**src/rtl/div_ctrl.sv**
```systemverilog
// div_ctrl: sequencing stage between EX and an iterative divider.
// It accepts DIV/DIVU from EX, latches and holds the operands, and drives the
// divider's level start. It stalls the pipeline while the divider runs, then
// captures quotient/remainder and issues one HI/LO write. Divide-by-zero,
// flush and a watchdog abort are also handled here.
//
// Ports:
//   clk, rst                     clock, synchronous active-high reset
//   div_op, div_signed           DIV/DIVU request from EX (held while stalled)
//   op_a, op_b                   dividend / divisor from EX
//   flush                        kill the in-flight divide (no HI/LO write)
//   div_done                     one-cycle done pulse from the divider
//   div_quotient, div_remainder  divider results
//   div_start                    level start to the divider
//   div_sign, div_a, div_b       latched operands, held stable for the divider
//   stall_req                    freeze IF/ID/EX
//   hilo_we                      one-cycle HI/LO write strobe
//   hi_wdata, lo_wdata           remainder / quotient to HI / LO
//   timeout_err                  sticky watchdog-abort flag, cleared by rst
module div_ctrl #(
    parameter int TIMEOUT = 40
) (
    input  logic        clk,
    input  logic        rst,
    input  logic        div_op,
    input  logic        div_signed,
    input  logic [31:0] op_a,
    input  logic [31:0] op_b,
    input  logic        flush,
    input  logic        div_done,
    input  logic [31:0] div_quotient,
    input  logic [31:0] div_remainder,
    output logic        div_start,
    output logic        div_sign,
    output logic [31:0] div_a,
    output logic [31:0] div_b,
    output logic        stall_req,
    output logic        hilo_we,
    output logic [31:0] hi_wdata,
    output logic [31:0] lo_wdata,
    output logic        timeout_err
);

    localparam int WD_W = $clog2(TIMEOUT + 1);

    typedef enum logic [1:0] {
        IDLE,
        BUSY,
        WB
    } state_t;

    state_t          state;
    state_t          next_state;
    logic [WD_W-1:0] wdog;
    logic            accept;
    logic            div_by_zero;
    logic            capture;
    logic            abort;
    logic            wd_expire;

    assign accept      = (state == IDLE) && div_op && !flush;
    assign div_by_zero = (op_b == 32'd0);
    // The counter holds the number of BUSY cycles already completed, so this
    // fires during the TIMEOUT-th BUSY cycle.
    assign wd_expire   = (wdog == WD_W'(TIMEOUT - 1));

    always_comb begin
        next_state = state;
        div_start  = 1'b0;
        stall_req  = 1'b0;
        hilo_we    = 1'b0;
        capture    = 1'b0;
        abort      = 1'b0;
        case (state)
            IDLE: begin
                stall_req = div_op && !flush;
                if (accept) begin
                    next_state = div_by_zero ? WB : BUSY;
                end
            end
            BUSY: begin
                stall_req = 1'b1;
                // Start drops combinationally in the done cycle so the
                // divider never runs an extra iteration.
                div_start = !div_done && !flush;
                if (flush) begin
                    next_state = IDLE;
                end else if (div_done) begin
                    capture    = 1'b1;
                    next_state = WB;
                end else if (wd_expire) begin
                    abort      = 1'b1;
                    next_state = IDLE;
                end
            end
            WB: begin
                hilo_we    = !flush;
                next_state = IDLE;
            end
            default: next_state = IDLE;
        endcase
    end

    always_ff @(posedge clk) begin
        if (rst) begin
            state       <= IDLE;
            div_sign    <= 1'b0;
            div_a       <= 32'd0;
            div_b       <= 32'd0;
            hi_wdata    <= 32'd0;
            lo_wdata    <= 32'd0;
            wdog        <= '0;
            timeout_err <= 1'b0;
        end else begin
            state <= next_state;
            if (accept) begin
                div_a    <= op_a;
                div_b    <= op_b;
                div_sign <= div_signed;
                wdog     <= '0;
                // Divide-by-zero bypasses the divider with fixed results.
                if (div_by_zero) begin
                    lo_wdata <= 32'hFFFF_FFFF;
                    hi_wdata <= op_a;
                end
            end
            if (state == BUSY) begin
                wdog <= wdog + WD_W'(1);
            end
            if (capture) begin
                lo_wdata <= div_quotient;
                hi_wdata <= div_remainder;
            end
            if (abort) begin
                timeout_err <= 1'b1;
            end
        end
    end

endmodule

```
**config.mk**
```make
export PLATFORM = sky130hd
export DESIGN_NAME = div_ctrl
export DESIGN_NICKNAME = d
export VERILOG_FILES = /design/src/rtl/div_ctrl.sv
export SDC_FILE = /design/constraint.sdc
export NUM_CORES = 1
export LEC_CHECK = 0
export BUFFER_PORTS_ARGS = -buffer_cell sky130_fd_sc_hd__clkbuf_2
export CAP_MARGIN = 25
export CORE_MARGIN = 10
export CORE_UTILIZATION = 30
export CTS_CLUSTER_DIAMETER = 120
export DETAILED_ROUTE_END_ITERATION = 10
export PLACE_DENSITY = 0.54
export SLEW_MARGIN = 20
export SYNTH_ARGS = -nofsm -noshare
export SYNTH_HDL_FRONTEND = slang
export SYNTH_SLANG_ARGS = --single-unit
export TNS_END_PERCENT = 1
```
**constraint.sdc**
```tcl
create_clock -name clk -period 2 [get_ports clk]
set_clock_uncertainty 0.15 [all_clocks]
set_input_delay 0.2 -clock clk [delete_from_list [all_inputs] [get_ports clk]]
set_output_delay 0.2 -clock clk [all_outputs]
set_load 0.01 [all_outputs]
```
# Word level (Yosys, flattened, before mapping)
# Cells that the tools add are included.
[word_totals]
regBits = 138
latch_bits = 0
ramBits = 0
rom_bits = 0
output_inout_bits = 133
wordCells = 51
memories = 0
[op_classes]
addsub = 1
multipliers = 0
n_div = 0
magnitude_cmp = 0
eq_ne = 5
shift = 0
mux = 24
bitwise = 0
reduce_logical = 13
[ops]
columns = ["op", "n"]
rows = [
  ["32-bit 2-to-1 mux", 6],
  ["32-bit logical NOT", 1],
  ["6-bit 2-to-1 mux", 2],
  ["2-bit 2-to-1 mux", 5],
  ["1-bit 2-to-1 mux", 9],
  ["6-bit by 1-bit adder with 6-bit output (second input constant)", 1],
  ["6-bit equality test (second input constant)", 1],
  ["2-bit nonzero test", 3],
  ["1-bit logical AND", 4],
  ["4-bit inequality test (second input constant)", 1],
  ["2-bit one-hot mux with 2 select lines", 1],
  ["2-bit AND reduction", 2],
  ["2-bit by 1-bit equality test with 1-bit output (second input constant)", 1],
  ["2-bit equality test (second input constant)", 1],
  ["1-bit logical NOT", 2],
  ["2-bit logical NOT", 1],
  ["2-bit inequality test (second input constant)", 1],
  ["1-bit one-hot mux with 2 select lines", 1],
]

# Logic depth before layout (Yosys ltp)
[depth]
depth_word = 5
mapped_depth = 7
depth_no_buf = 5

# Worst setup path after synthesis
# No wires, ideal clock.
[synth_timing]
kind = "flip-flop to flip-flop"
startpoint = "register state[1]"
endpoint = "register hi_wdata[28]"
setup_ns = 0.119
arrival_ns = 1.893
required_ns = 1.731
path_slack_ns = -0.161
path_stages_with_launch = 7
period_less_slack_ns = 2.161
cell_sequence = "dfxtp_1 -> or4b_1 -> buf_2 -> or3_1 -> buf_4 -> buf_6 -> o221a_2"
[synth_between]
elab_chain_len = 5
elab_cells_between_ends = 9
classes_between = "eq/ne: 1; mux: 2; reduce/logical: 6"
[synth_lines]
columns = ["element", "line_no", "text"]
rows = [
  ["start, declared", "52", "state_t state;"],
  ["start signal, assigned", "115", "state <= next_state;"],
  ["2-bit logical NOT", "61", "assign accept = (state == IDLE) && div_op && !flush;"],
  ["1-bit logical AND (2 in a row)", "61", ""],
  ["2-bit nonzero test (no source line)", "-", ""],
  ["2-bit AND reduction (no source line)", "-", ""],
  ["end signal, assigned", "124", "hi_wdata <= op_a;"],
  ["end signal, assigned", "132", "hi_wdata <= div_remainder;"],
  ["end, declared", "39", "output logic [31:0] hi_wdata,"],
]
# Several ways; a longest one is shown, not always the timed one.
# A chain may end at the register's enable or synchronous reset.

# Worst setup path in the final report
[layout_timing]
startpoint = "input port op_b[15]"
endpoint = "register hi_wdata[17]"
[layout_between]
elab_chain_len = 3
[layout_lines]
columns = ["element", "line_no", "text"]
rows = [
  ["start, declared", "28", "input logic [31:0] op_b,"],
  ["32-bit logical NOT", "62", "assign div_by_zero = (op_b == 32'd0);"],
  ["2-bit nonzero test (no source line)", "-", ""],
  ["2-bit AND reduction (no source line)", "-", ""],
]
# Every way passes these cells.

==> results.sh <==
export IMPL_crit_arrival_ns=2.20
export IMPL_synth_top_area_share_pct=51.4
export IMPL_clk_path_buf_depth=2
export IMPL_finalHoldViolCount=0
export IMPL_status="complete, but fails checks"
export IMPL_die_height_um=154
export IMPL_p_total_mw=7.27
export IMPL_cts_buffers_inserted=17
export IMPL_path_max_fanout=13
export IMPL_violations="negative setup slack"
export IMPL_power_frac_seq_pct=39.8
export IMPL_max_cap_viol_count=0
export IMPL_rsz0062_at_grt="yes"
export IMPL_fin_crit_ns=2.05
export IMPL_ys_types=32
export IMPL_die_w_um=154
export IMPL_path_clk_slew_ns=0.06
export IMPL_drc_errors=0
export IMPL_cpMaxStageDelayCell="dlygate4sd3_1"
export IMPL_yosysSeqAreaShare_pct=51.4
export IMPL_firstDrtPassIters=4
export IMPL_dp_hpwl_mm=14.7
export IMPL_power_frac_clock_pct=47.9
export IMPL_min_path_cells=3
export IMPL_diodes=0
export IMPL_postSynthCellCount=635
export IMPL_crit_family="simple AND/OR/NAND/NOR gates"
export IMPL_num_rows=48
export IMPL_crit_type="in2reg"
export IMPL_cp_buffers_inverters=2
export IMPL_drive_gt1_share_pct=38.2
export IMPL_fin_ws_ns=-0.0450
export IMPL_critPathLaunchType="input port"
export IMPL_avgRoutedWirePerCell_um=17.4
export IMPL_p_sw_share_pct=23.5
export IMPL_totalWireLength_mm=22.1
export IMPL_num_io_pins=267
export IMPL_synth_top_area_cell="dfxtp_1"
export IMPL_min_period_over_period_pct=102
export IMPL_synthTopCellsByArea="dfxtp_1 51%, nand2_1 9.3%, a21oi_1 6.6%"
export IMPL_synth_seq_cells=138
export IMPL_syn_area_per_cell_sq_um=8.46
export IMPL_internal_power_mw=5.56
export IMPL_vdd_drop_max_mv=0.563
export IMPL_power_leakage_nw=4.05
export IMPL_yosys_warnings=0
export IMPL_cts_root_buf="clkbuf_16"
export IMPL_power_frac_comb_pct=12.2
export IMPL_port_buffers=266
export IMPL_clk_latency_ns=0.41
export IMPL_fmax_mhz=489
export IMPL_cts_sinks=138
export IMPL_worstSetupEndpointType="register"
export IMPL_via_per_inst=4.76
export IMPL_grt_start_max_net_pins=50
export IMPL_setup_viol=17
export IMPL_tightest_slew_ns=0.525
export IMPL_place_congestion=0.783
export IMPL_drt_initial_drc_count=257
export IMPL_tritoncts="done"
export IMPL_syn_cell_area_sq_um=5370
export IMPL_antenna_found_initial=0
export IMPL_grt_pass1_wl_mm=34.7
export IMPL_first_global_vias=6205
export IMPL_syn_to_final_growth_pct=71.6
export IMPL_reg2reg_depth=4
export IMPL_grt_overflow=0
export IMPL_via_count=6041
export IMPL_postRouteAntennaNets=0
export IMPL_synth_nets=770
export IMPL_start_util_pct=30.8
export IMPL_required_ns=2.15
export IMPL_p_switching_mw=1.71
export IMPL_dieArea_sq_um=23700
export IMPL_postLayoutCoreUtil_pct=52.9
export IMPL_final_nets=1167
export IMPL_crit_path_max_incr_delay_ns=0.58
export IMPL_cts_htree_levels=4
export IMPL_path_cells="dlygate4sd3_1 -> nor4_2 -> nand4_1 -> or3_4 -> buf_12 -> o221a_2"
export IMPL_crit_cells=6
export IMPL_core_sq_um=17400
export IMPL_place_ws_ns=-0.293
export IMPL_hold_path_class="in2reg"
export IMPL_slew_viol_final=0
export IMPL_power_density_nw_per_um2=789
export IMPL_relSlewSlack_pct=65.0
export IMPL_grt_usage_pct=18.0
[worst min-delay path, cell delays in order]
cell	delay (ns)
clkbuf_2	0.08
mux2i_1	0.17
a221oi_2	0.09
[cell type report]
cell class	count	area (sq um)
well taps	225	282
multi-input cells	442	2440
repair buffers	431	3070
flip-flops and latches	138	2770
clock buffers	22	494
fillers	1581	8200
inverters	2	7.51
clock inverters	10	163
[synth_stat cells, drive strengths merged]
cell type,number
o21ai,3
a211oi,1
clkbuf,43
nand4,5
buf,10
o41a,1
nor3b,2
nor4,8
dfxtp,138
ha,1
a21oi,71
nor3,66
a221oi,17
nand3,3
o221a,15
nor4b,1
inv,2
or3,1
nand2b,1
o21a,1
nand3b,2
nand2,134
nor2b,1
or2,1
and3,1
nor2,88
mux2i,17
or4b,1
[through the flow]
step / area (sq um) / hold WS (ns) / cells / TNS [ns]
finish: 9220 / 0.0214 / 1270 / -0.417
global route: 9220 / 0.0168 / 1270 / -2.46
CTS: 9150 / -0.136 / 1268 / -0.450
detailed placement: 7280 / 0.285 / 1123 / -18.58
global placement: 7280 / 0.290 / 1123 / -17.32
floorplan: 5400 / 0.186 / 635 / -1.42
[cell families after synthesis]
| kind of cell | count (synthesis) | synth area share, % |
|---|---|---|
| buf+inv | 55 | 4.68 |
| mux | 17 | 3.17 |
| compound gates | 109 | 15.3 |
| simple gates | 315 | 25.2 |
| flops | 138 | 51.4 |
| fa+ha+maj | 1 | 0.233 |
[cell usage in the layout, fill, tap and decap left out, drive strengths merged, types with 3 or more instances in the layout]
cell | synthesis | routed
o221a | 15 | 15
nor3 | 66 | 66
nand3 | 3 | 3
bufinv | 0 | 4
dlygate4sd3 | 0 | 111
mux2i | 17 | 17
nor4 | 8 | 8
dfxtp | 138 | 138
nand4 | 5 | 5
clkinv | 0 | 4
buf | 10 | 56
a221oi | 17 | 17
o21ai | 3 | 3
a21oi | 71 | 71
nor2 | 88 | 88
clkbuf | 43 | 286
nand2 | 134 | 134
[repair_timing]
item / CTS / global route
pin swaps: 3 / 11
setup endpoints to repair: 110 / 68
gates resized for setup: 10 / 8
hold buffers: 110 / 1
endpoints found under the hold margin: 117 / 2
gates cloned: 2 / 1
buffers inserted: 1 / 1
[final timing paths]
path	from	endpoint	slack, ns
min	div_remainder[16]	hi_wdata[16]	0.02
min reg2reg	div_a[28]	div_a[28]	0.30
max	op_b[15]	hi_wdata[17]	-0.05
max reg2reg	state[1]	hi_wdata[17]	0.01
[metal layers]
metal	wire [um]	GRT usage (%)
met1	8980	20.0
met2	10600	29.9
met3	2060	8.51
met4	416	5.71
met5	0	0
[flip-flops by register name, indices dropped and copies added, names as in the netlist]
register,cells
div_a,32
div_sign,1
timeout_err,1
wdog,6
div_b,32
state,2
hi_wdata,32
lo_wdata,32
[power by group through the flow]
stage / combinational (mW) / clock, mW / sequential, mW
after global placement: 0.704 / 0 / 2.95
final: 0.890 / 3.48 / 2.89
after floorplan: 0.259 / 0 / 2.99
after global routing: 0.972 / 3.69 / 2.91
after CTS: 0.883 / 3.57 / 2.89
after detailed placement: 0.703 / 0 / 2.95
Power figures use the tool's default switching activity.
